--- src/rtl/clk_rate_pkg.sv ---
// Shared types and helpers for the clock-rate monitor (test-side counter and ref-side sampler).
// Latency: n/a (types, constants and pure functions only).
// Backpressure: n/a.
package clk_rate_pkg;

  // Largest supported settle window; the settle counter is 8 bits wide.
  localparam int SETTLE_MAX = 255;

  // Width the Gray helpers operate on; callers zero-extend and truncate.
  localparam int GRAY_W = 64;

  // Test-domain counter state.
  typedef enum logic [1:0] {
    ST_IDLE   = 2'd0,
    ST_SETTLE = 2'd1,
    ST_COUNT  = 2'd2,
    ST_SAT    = 2'd3
  } rate_state_t;

  // Binary to Gray. Zero-extended inputs give the correct narrow result in the low bits.
  function automatic logic [GRAY_W-1:0] bin2gray(input logic [GRAY_W-1:0] b);
    return b ^ (b >> 1);
  endfunction

  // Gray to binary (prefix XOR from the MSB down). Used by the ref-side sampler.
  function automatic logic [GRAY_W-1:0] gray2bin(input logic [GRAY_W-1:0] g);
    logic [GRAY_W-1:0] b;
    b[GRAY_W-1] = g[GRAY_W-1];
    for (int i = GRAY_W - 2; i >= 0; i--) begin
      b[i] = b[i+1] ^ g[i];
    end
    return b;
  endfunction

endpackage

--- src/rtl/clk_test_gray_counter.sv ---
// Counts clk_test_buf edges in a reset-bounded window; exports a registered Gray count for CDC.
// Latency: count_bin and count_gray update together on the same edge (no relative skew).
// Backpressure: none; count_en low simply pauses the count.
module clk_test_gray_counter
  import clk_rate_pkg::*;
#(
  parameter int COUNTER_WIDTH = 32,
  parameter int SETTLE_CYCLES = 0,
  parameter int SATURATE      = 1
) (
  input  logic                     clk_test_buf,
  input  logic                     async_reset_clk_test,
  input  logic                     count_en,
  output logic [COUNTER_WIDTH-1:0] count_gray,
  output logic [COUNTER_WIDTH-1:0] count_bin,
  output logic                     counting,
  output logic                     saturated
);

  // Reject parameter values the hardware cannot represent.
  if (SETTLE_CYCLES < 0 || SETTLE_CYCLES > SETTLE_MAX) begin : g_bad_settle
    $error("clk_test_gray_counter: SETTLE_CYCLES out of range 0..255");
  end
  if (COUNTER_WIDTH < 1 || COUNTER_WIDTH > GRAY_W) begin : g_bad_width
    $error("clk_test_gray_counter: COUNTER_WIDTH out of range 1..64");
  end

  localparam bit                     HAS_SETTLE  = (SETTLE_CYCLES > 0);
  localparam bit                     DO_SAT      = (SATURATE != 0);
  // Value of the settle counter on the last SETTLE edge (unused when HAS_SETTLE is 0).
  localparam logic [7:0]             SETTLE_LAST = 8'(SETTLE_CYCLES - 1);
  localparam logic [COUNTER_WIDTH-1:0] CNT_ONES  = '1;
  localparam logic [COUNTER_WIDTH-1:0] CNT_ONE   = COUNTER_WIDTH'(1);

  rate_state_t              state, state_next;
  logic [7:0]               settle_cnt, settle_next;
  logic [COUNTER_WIDTH-1:0] bin_next;
  logic [COUNTER_WIDTH-1:0] gray_next;
  logic                     sat_next;
  logic                     counting_next;

  // Next-state, next-count and flag logic; everything defaults to hold.
  always_comb begin
    state_next  = state;
    settle_next = settle_cnt;
    bin_next    = count_bin;
    sat_next    = saturated;
    case (state)
      ST_IDLE: begin
        // The first edge out of reset only leaves IDLE; it is never counted.
        state_next = HAS_SETTLE ? ST_SETTLE : ST_COUNT;
      end
      ST_SETTLE: begin
        settle_next = settle_cnt + 8'd1;
        if (settle_cnt == SETTLE_LAST) begin
          state_next = ST_COUNT;
        end
      end
      ST_COUNT: begin
        if (count_en) begin
          if (DO_SAT && (count_bin == CNT_ONES)) begin
            // Hold at all-ones and flag it on the same edge.
            state_next = ST_SAT;
            sat_next   = 1'b1;
          end else begin
            // Natural modulo-2^W wrap when saturation is disabled.
            bin_next = count_bin + CNT_ONE;
          end
        end
      end
      ST_SAT: begin
        state_next = ST_SAT;
      end
      default: begin
        state_next = ST_IDLE;
      end
    endcase
    counting_next = (state_next == ST_COUNT);
    // Gray is derived from the next binary value so both registers agree every cycle.
    gray_next     = COUNTER_WIDTH'(bin2gray(GRAY_W'(bin_next)));
  end

  // State, counters and outputs; reset clears everything asynchronously.
  always_ff @(posedge clk_test_buf or posedge async_reset_clk_test) begin
    if (async_reset_clk_test) begin
      state      <= ST_IDLE;
      settle_cnt <= 8'd0;
      count_bin  <= '0;
      count_gray <= '0;
      counting   <= 1'b0;
      saturated  <= 1'b0;
    end else begin
      state      <= state_next;
      settle_cnt <= settle_next;
      count_bin  <= bin_next;
      count_gray <= gray_next;
      counting   <= counting_next;
      saturated  <= sat_next;
    end
  end

endmodule
--- config.mk ---
export PLATFORM = sky130hd
export DESIGN_NAME = clk_test_gray_counter
export DESIGN_NICKNAME = d
export VERILOG_FILES = /design/src/rtl/clk_rate_pkg.sv /design/src/rtl/clk_test_gray_counter.sv
export SDC_FILE = /design/constraint.sdc
export NUM_CORES = 1
export LEC_CHECK = 0
export CAP_MARGIN = 10
export CORE_MARGIN = 3
export CORE_UTILIZATION = 48
export CTS_CLUSTER_SIZE = 8
export DETAILED_ROUTE_END_ITERATION = 10
export PLACE_DENSITY_LB_ADDON = 0.12
export SYNTH_ARGS = -nofsm -noshare
export SYNTH_HDL_FRONTEND = slang
export SYNTH_SLANG_ARGS = --single-unit
--- constraint.sdc ---
create_clock -name clk_test_buf -period 2.5 [get_ports clk_test_buf]
set_input_delay 0.5 -clock clk_test_buf [delete_from_list [all_inputs] [get_ports clk_test_buf]]
set_output_delay 0.5 -clock clk_test_buf [all_outputs]
set_load 0.01 [all_outputs]
# ---- Word level (Yosys, flattened, before mapping)
# Cells that the tools add are included.
dict set report classes {
  add_sub_neg 2
  eq_ne 6
  muxes 7
  bitwise_logic 1
  n_reduce_logical 2
}
# op count
set op_table {}
lappend op_table {{$mux 32} 3}
lappend op_table {{$add 32x1->32 const B} 1}
lappend op_table {{$eq 32x32->1 const B} 1}
lappend op_table {{$xor 32x31->32} 1}
lappend op_table {{$add 8x1->8 const B} 1}
lappend op_table {{$eq 8x8->1 const B} 1}
lappend op_table {{$pmux 2 s4} 1}
lappend op_table {{$eq 2x2->1 const B} 3}
lappend op_table {{$mux 2} 3}
lappend op_table {{$reduce_and 3->1} 1}
lappend op_table {{$eq 2x1->1 const B} 1}
lappend op_table {{$logic_not 2->1} 1}
dict set report word_totals {
  reg_bits 76
  wordCells 24
}

# ---- Longest topological paths before layout
# Gate-level depths: netlist of run 1.
dict set report depth {
  ltp_word 5
  mapped_depth 9
}

# ---- Least setup slack after synthesis of run 1
# Ideal clock, no wire load.
dict set report synth_timing {
  kind {register to register}
  from {register count_bin[0]}
  to {register count_gray[23]}
  arrival_time_ns 2.218
  required_time_ns 2.376
  path_slack_ns 0.158
  path_stages_with_launch 9
  n_path_buf 0
  period_less_slack_ns 2.342
  cell_sequence {dfrtp_1 > ha_1 > nand3_1 > nor4_1 > o31ai_2 > nor2_1 > or2_1 > o21ai_1 > a211o_1}
}
dict set report synth_via {
  elab_chain_len 5
  word_cells_on_any_way 6
  classes_between {add/sub: 1; eq/ne: 1; mux: 3; bitwise: 1}
}
# item line_no
set synth_rtl {}
lappend synth_rtl {{start: declaration} clk_test_gray_counter.sv:15} ;# output logic [COUNTER_WIDTH-1:0] count_bin,
lappend synth_rtl {{start signal: assignment} clk_test_gray_counter.sv:95} ;# count_bin <= bin_next;
lappend synth_rtl {{$add 32x1->32 or $eq 32x32->1 (tied branches)} {clk_test_gray_counter.sv:67, clk_test_gray_counter.sv:61}}
lappend synth_rtl {{$mux 32 *} clk_test_gray_counter.sv:61} ;# if (DO_SAT && (count_bin == CNT_ONES)) begin
lappend synth_rtl {{$mux 32 *} clk_test_gray_counter.sv:60} ;# if (count_en) begin
lappend synth_rtl {{$mux 32 *} clk_test_gray_counter.sv:48} ;# case (state)
lappend synth_rtl {{$xor 32x31->32 *} clk_rate_pkg.sv:22} ;# return b ^ (b >> 1);
lappend synth_rtl {{named net gray_next[23]} clk_test_gray_counter.sv:38} ;# logic [COUNTER_WIDTH-1:0] gray_next;
lappend synth_rtl {{end signal: assignment} clk_test_gray_counter.sv:96} ;# count_gray <= gray_next;
lappend synth_rtl {{end: declaration} clk_test_gray_counter.sv:14} ;# output logic [COUNTER_WIDTH-1:0] count_gray,
# The timed path passes the listed nets; every way through them passes the cells marked *.
# A chain may end at the register's enable or synchronous reset.

# ---- Worst setup path after layout of run 1
dict set report layout_timing {
  from {register count_bin[6]}
  to {register count_gray[17]}
}
# Same word-level chain as after synthesis.

==> impl_metrics.csv, run 1 <==
group,metric,value,unit
status,status,"finished, final reports clean",
logic_synthesis,ys_ff_latch,75,
grt,grt_pass1_wl,14700,µm
clocking,cts_sinks,75,
cells_and_area,areaGrowthSynthToFinish,34.5,%
setup_path,cp_cell_sequence,"nand4_1, buf_4, buf_4, nor4_1, buf_4, o31ai_2, buf_4, nor3_1, xnor2_1, xnor2_1",
timing,period_needed,2.37,ns
grt,grt_antenna_before_repair,0,
clocking,cts_buffer_depth,2,
placed_design,numPortBuffers,68,
clocking,numCtsBuffers,9,
clocking,clk_pin_slew,0.08,ns
clocking,clockRootBuffer,"clkbuf_8",
route,num_vias,3195,
logic_synthesis,async_reset_ff_share,100,%
floorplanning,dieArea,9310,µm²
route,detail-route-antenna-nets,0,
cells_and_area,nets,499,
setup_path,cp_slowest_cell,"dfrtp_1",
pwr,p_per_area,435,nW/µm²
route,drt_iter0_markers,104,
placed_design,hpwl,6640,µm
route,drc,0,
logic_synthesis,yosysUniqueCellTypes,56,
timing,period_share,94.6,%
logic_synthesis,yosysSeqAreaShare,47.8,%
pwr,ir_drop,279,µV
route,vias_per_cell,5.33,
floorplanning,fp.coreArea,7850,µm²
logic_synthesis,synth.cell_area,3930,µm²
logic_synthesis,ys.flop_type,"dfrtp_1",
floorplanning,fp.dieW,96.5,µm
route,wl_met3,500,µm
setup_path,critPathMaxFanout,5,
clocking,htree_levels,3,
setup_path,cp.arrival,2.59,ns
setup_path,end_kind,"flip-flop",
route,routed_wirelength,8850,µm
timing,setup_violations,0,
timing,setup_ws,0.134,ns
placed_design,gp_congestion,0.907,
route,m1WireLength,4070,µm
logic_synthesis,syn_area_per_cell,10.2,µm²
clocking,clock_latency,0.35,ns
route,dr.pass1.iters,5,
clocking,cts_tree,"yes",
grt,grt_util_all_layers,20.5,%
route,routed.top_layer,"met4",
worst_hold_path,min-delay-path-class,"reg2reg",
route,wl_met2,4150,µm
floorplanning,rows,32,
timing,tightest_slew,0.550,ns
timing,final_hold_viol_count,0,
setup_path,required,2.73,ns
setup_path,worst_path_most_repeated_cell,"buf_4",
grt,grt_pass1_vias,3064,
job,max-cap-violations,0,
cells_and_area,antenna_cells,0,
setup_path,start_kind,"flip-flop",
timing,timing.slew.headroom,63.0,%
timing,max_freq,423,MHz
cells_and_area,drive_above_1_share,18.7,%
logic_synthesis,yosysWarningCount,0,
grt,grt-ovfl-total,0,
floorplanning,die_y,96.5,µm
grt,grt_max_degree,32,
floorplanning,io_pins,69,
logic_synthesis,synth_edf_count,0,
setup_path,max_stage_delay,0.42,ns
setup_path,path_class,"reg2reg",
route,wl_per_cell,14.7,µm
placed_design,place_inst,583,
cells_and_area,final_cells,600,
logic_synthesis,synthCells,387,
timing,skew,0.00632,ns
floorplanning,start_util,50.1,%
logic_synthesis,synth_fp_nets,392,
timing,maxSlewViolCount,0,
placed_design,place_ws,0.142,ns
pwr,p_leak,0.00233,µW
==> worst paths after layout <==
kind	startpoint	to	slack (ns)	depth (start not counted)
min in group asynchronous	async_reset_clk_test	settle_cnt[0]	0.50	2
hold / removal	settle_cnt[6]	settle_cnt[6]	0.47	1
max in group asynchronous	async_reset_clk_test	count_bin[3]	1.45	3
setup / recovery	count_bin[6]	count_gray[17]	0.13	10
hold reg to reg	settle_cnt[6]	settle_cnt[6]	0.47	1
setup reg to reg	count_bin[6]	count_gray[17]	0.13	10
==> what timing repair did <==
item | 4_1_cts | 5_1_grt
resized for setup | 0 | 4
hold buffers | 0 | 0
buffers inserted | 0 | 2
setup endpoints to repair | 0 | 9
==> state kept, by name, indices dropped and copies added, names as in the netlist <==
| name | flops |
|---|---|
| count_gray | 31 |
| count_bin | 32 |
| settle_cnt | 8 |
| saturated | 1 |
| counting | 1 |
| state | 2 |
==> cell type report <==
class,instances,area (µm²)
clock inverter,4,73.8
multi-input combinational,277,1900
tap,102,128
fill,643,2560
timing repair buffer,120,1110
inverter,11,41.3
sequential,75,1880
clock buffer,11,151
==> layout by cell type, fill, tap and decap left out, types with 9 or more instances in the layout <==
cell,synthesis,routed
nand4_1,13,13
dfrtp_1,75,74
buf_4,3,49
clkdlybuf4s50_1,0,68
nor3_1,10,9
inv_1,10,9
xor2_1,23,23
clkbuf_8,0,11
a21oi_1,17,17
nor2_1,33,33
nand3_1,18,17
xnor2_1,46,46
nand2_1,31,31
==> synthesized netlist by cell type (all sizes together), types with 4 or more instances <==
| library cell | number | area [µm²] |
|---|---|---|
| o22ai | 8 | 50.1 |
| o21ai | 6 | 30.0 |
| clkbuf | 9 | 40.0 |
| nor2 | 34 | 130 |
| nor3 | 11 | 66.3 |
| dfrtp | 75 | 1880 |
| and2 | 8 | 50.1 |
| a21oi | 17 | 85.1 |
| nor4 | 7 | 71.3 |
| nand4 | 14 | 103 |
| inv | 11 | 41.3 |
| nand3 | 19 | 108 |
| nand2 | 33 | 129 |
| xnor2 | 49 | 452 |
| and3 | 8 | 50.1 |
| buf | 15 | 82.6 |
| xor2 | 23 | 201 |
| a31oi | 4 | 40.0 |
==> critical path: cells and delay by family, from the launching register on <==
kind	cells	cell delay [ns]
xor+xnor	2	0.36
simple gates	3	0.73
flops	1	0.42
compound gates	1	0.06
buf+inv	4	0.69
==> layer usage <==
| layer | GRT usage (%) | vias up |
|---|---|---|
| met3 | 3.64 | 16 |
| met4 | 7.01 | 0 |
| met2 | 32.1 | 101 |
| met5 | 0 | - |
| li1 | - | 1552 |
| met1 | 28.8 | 1526 |
==> cell families (layout without fill, tap and decap cells) <==
logic type / after synthesis / count (layout) / share of synthesized area [%]
mux: 2 / 2 / 0.573
simple gates: 144 / 144 / 19.9
fa+ha+maj: 2 / 2 / 0.637
xor+xnor: 72 / 72 / 16.6
compound gates: 57 / 57 / 10.3
buf+inv: 35 / 146 / 4.17
flops: 75 / 75 / 47.8
==> where the power goes <==
| part | total (µW) | switching, µW | internal (µW) |
|---|---|---|---|
| Combinational | 33.5 | 24.3 | 9.14 |
| Sequential | 1210 | 0 | 1210 |
| Clock | 1060 | 444 | 611 |
==> stage by stage <==
step	instance area [µm²]	power (µW)	hold WS, ns	util [%]	TNS, ns
2_1_floorplan	3930	1250	0.435	-	0
3_3_place_gp	5030	1270	0.453	64.1	0
3_5_place_dp	5030	1270	0.456	64.1	0
4_1_cts	5250	2320	0.471	66.9	0
5_1_grt	5290	2370	0.485	67.3	-0.00890
6_report	5290	2300	0.465	67.3	0
Power figures use the tool's default switching activity.
==> run 2: changes to the inputs <==
--- a/config.mk
+++ b/config.mk
@@ -5,9 +5,9 @@
 export SDC_FILE = /design/constraint.sdc
 export NUM_CORES = 1
 export LEC_CHECK = 0
-export CAP_MARGIN = 10
 export CORE_MARGIN = 3
 export CORE_UTILIZATION = 48
+export CTS_CLUSTER_DIAMETER = 60
 export CTS_CLUSTER_SIZE = 8
 export DETAILED_ROUTE_END_ITERATION = 10
 export PLACE_DENSITY_LB_ADDON = 0.12
==> results of run 2 <==
Same layout as run 1: the final DEF is identical, and so are final timing and power.
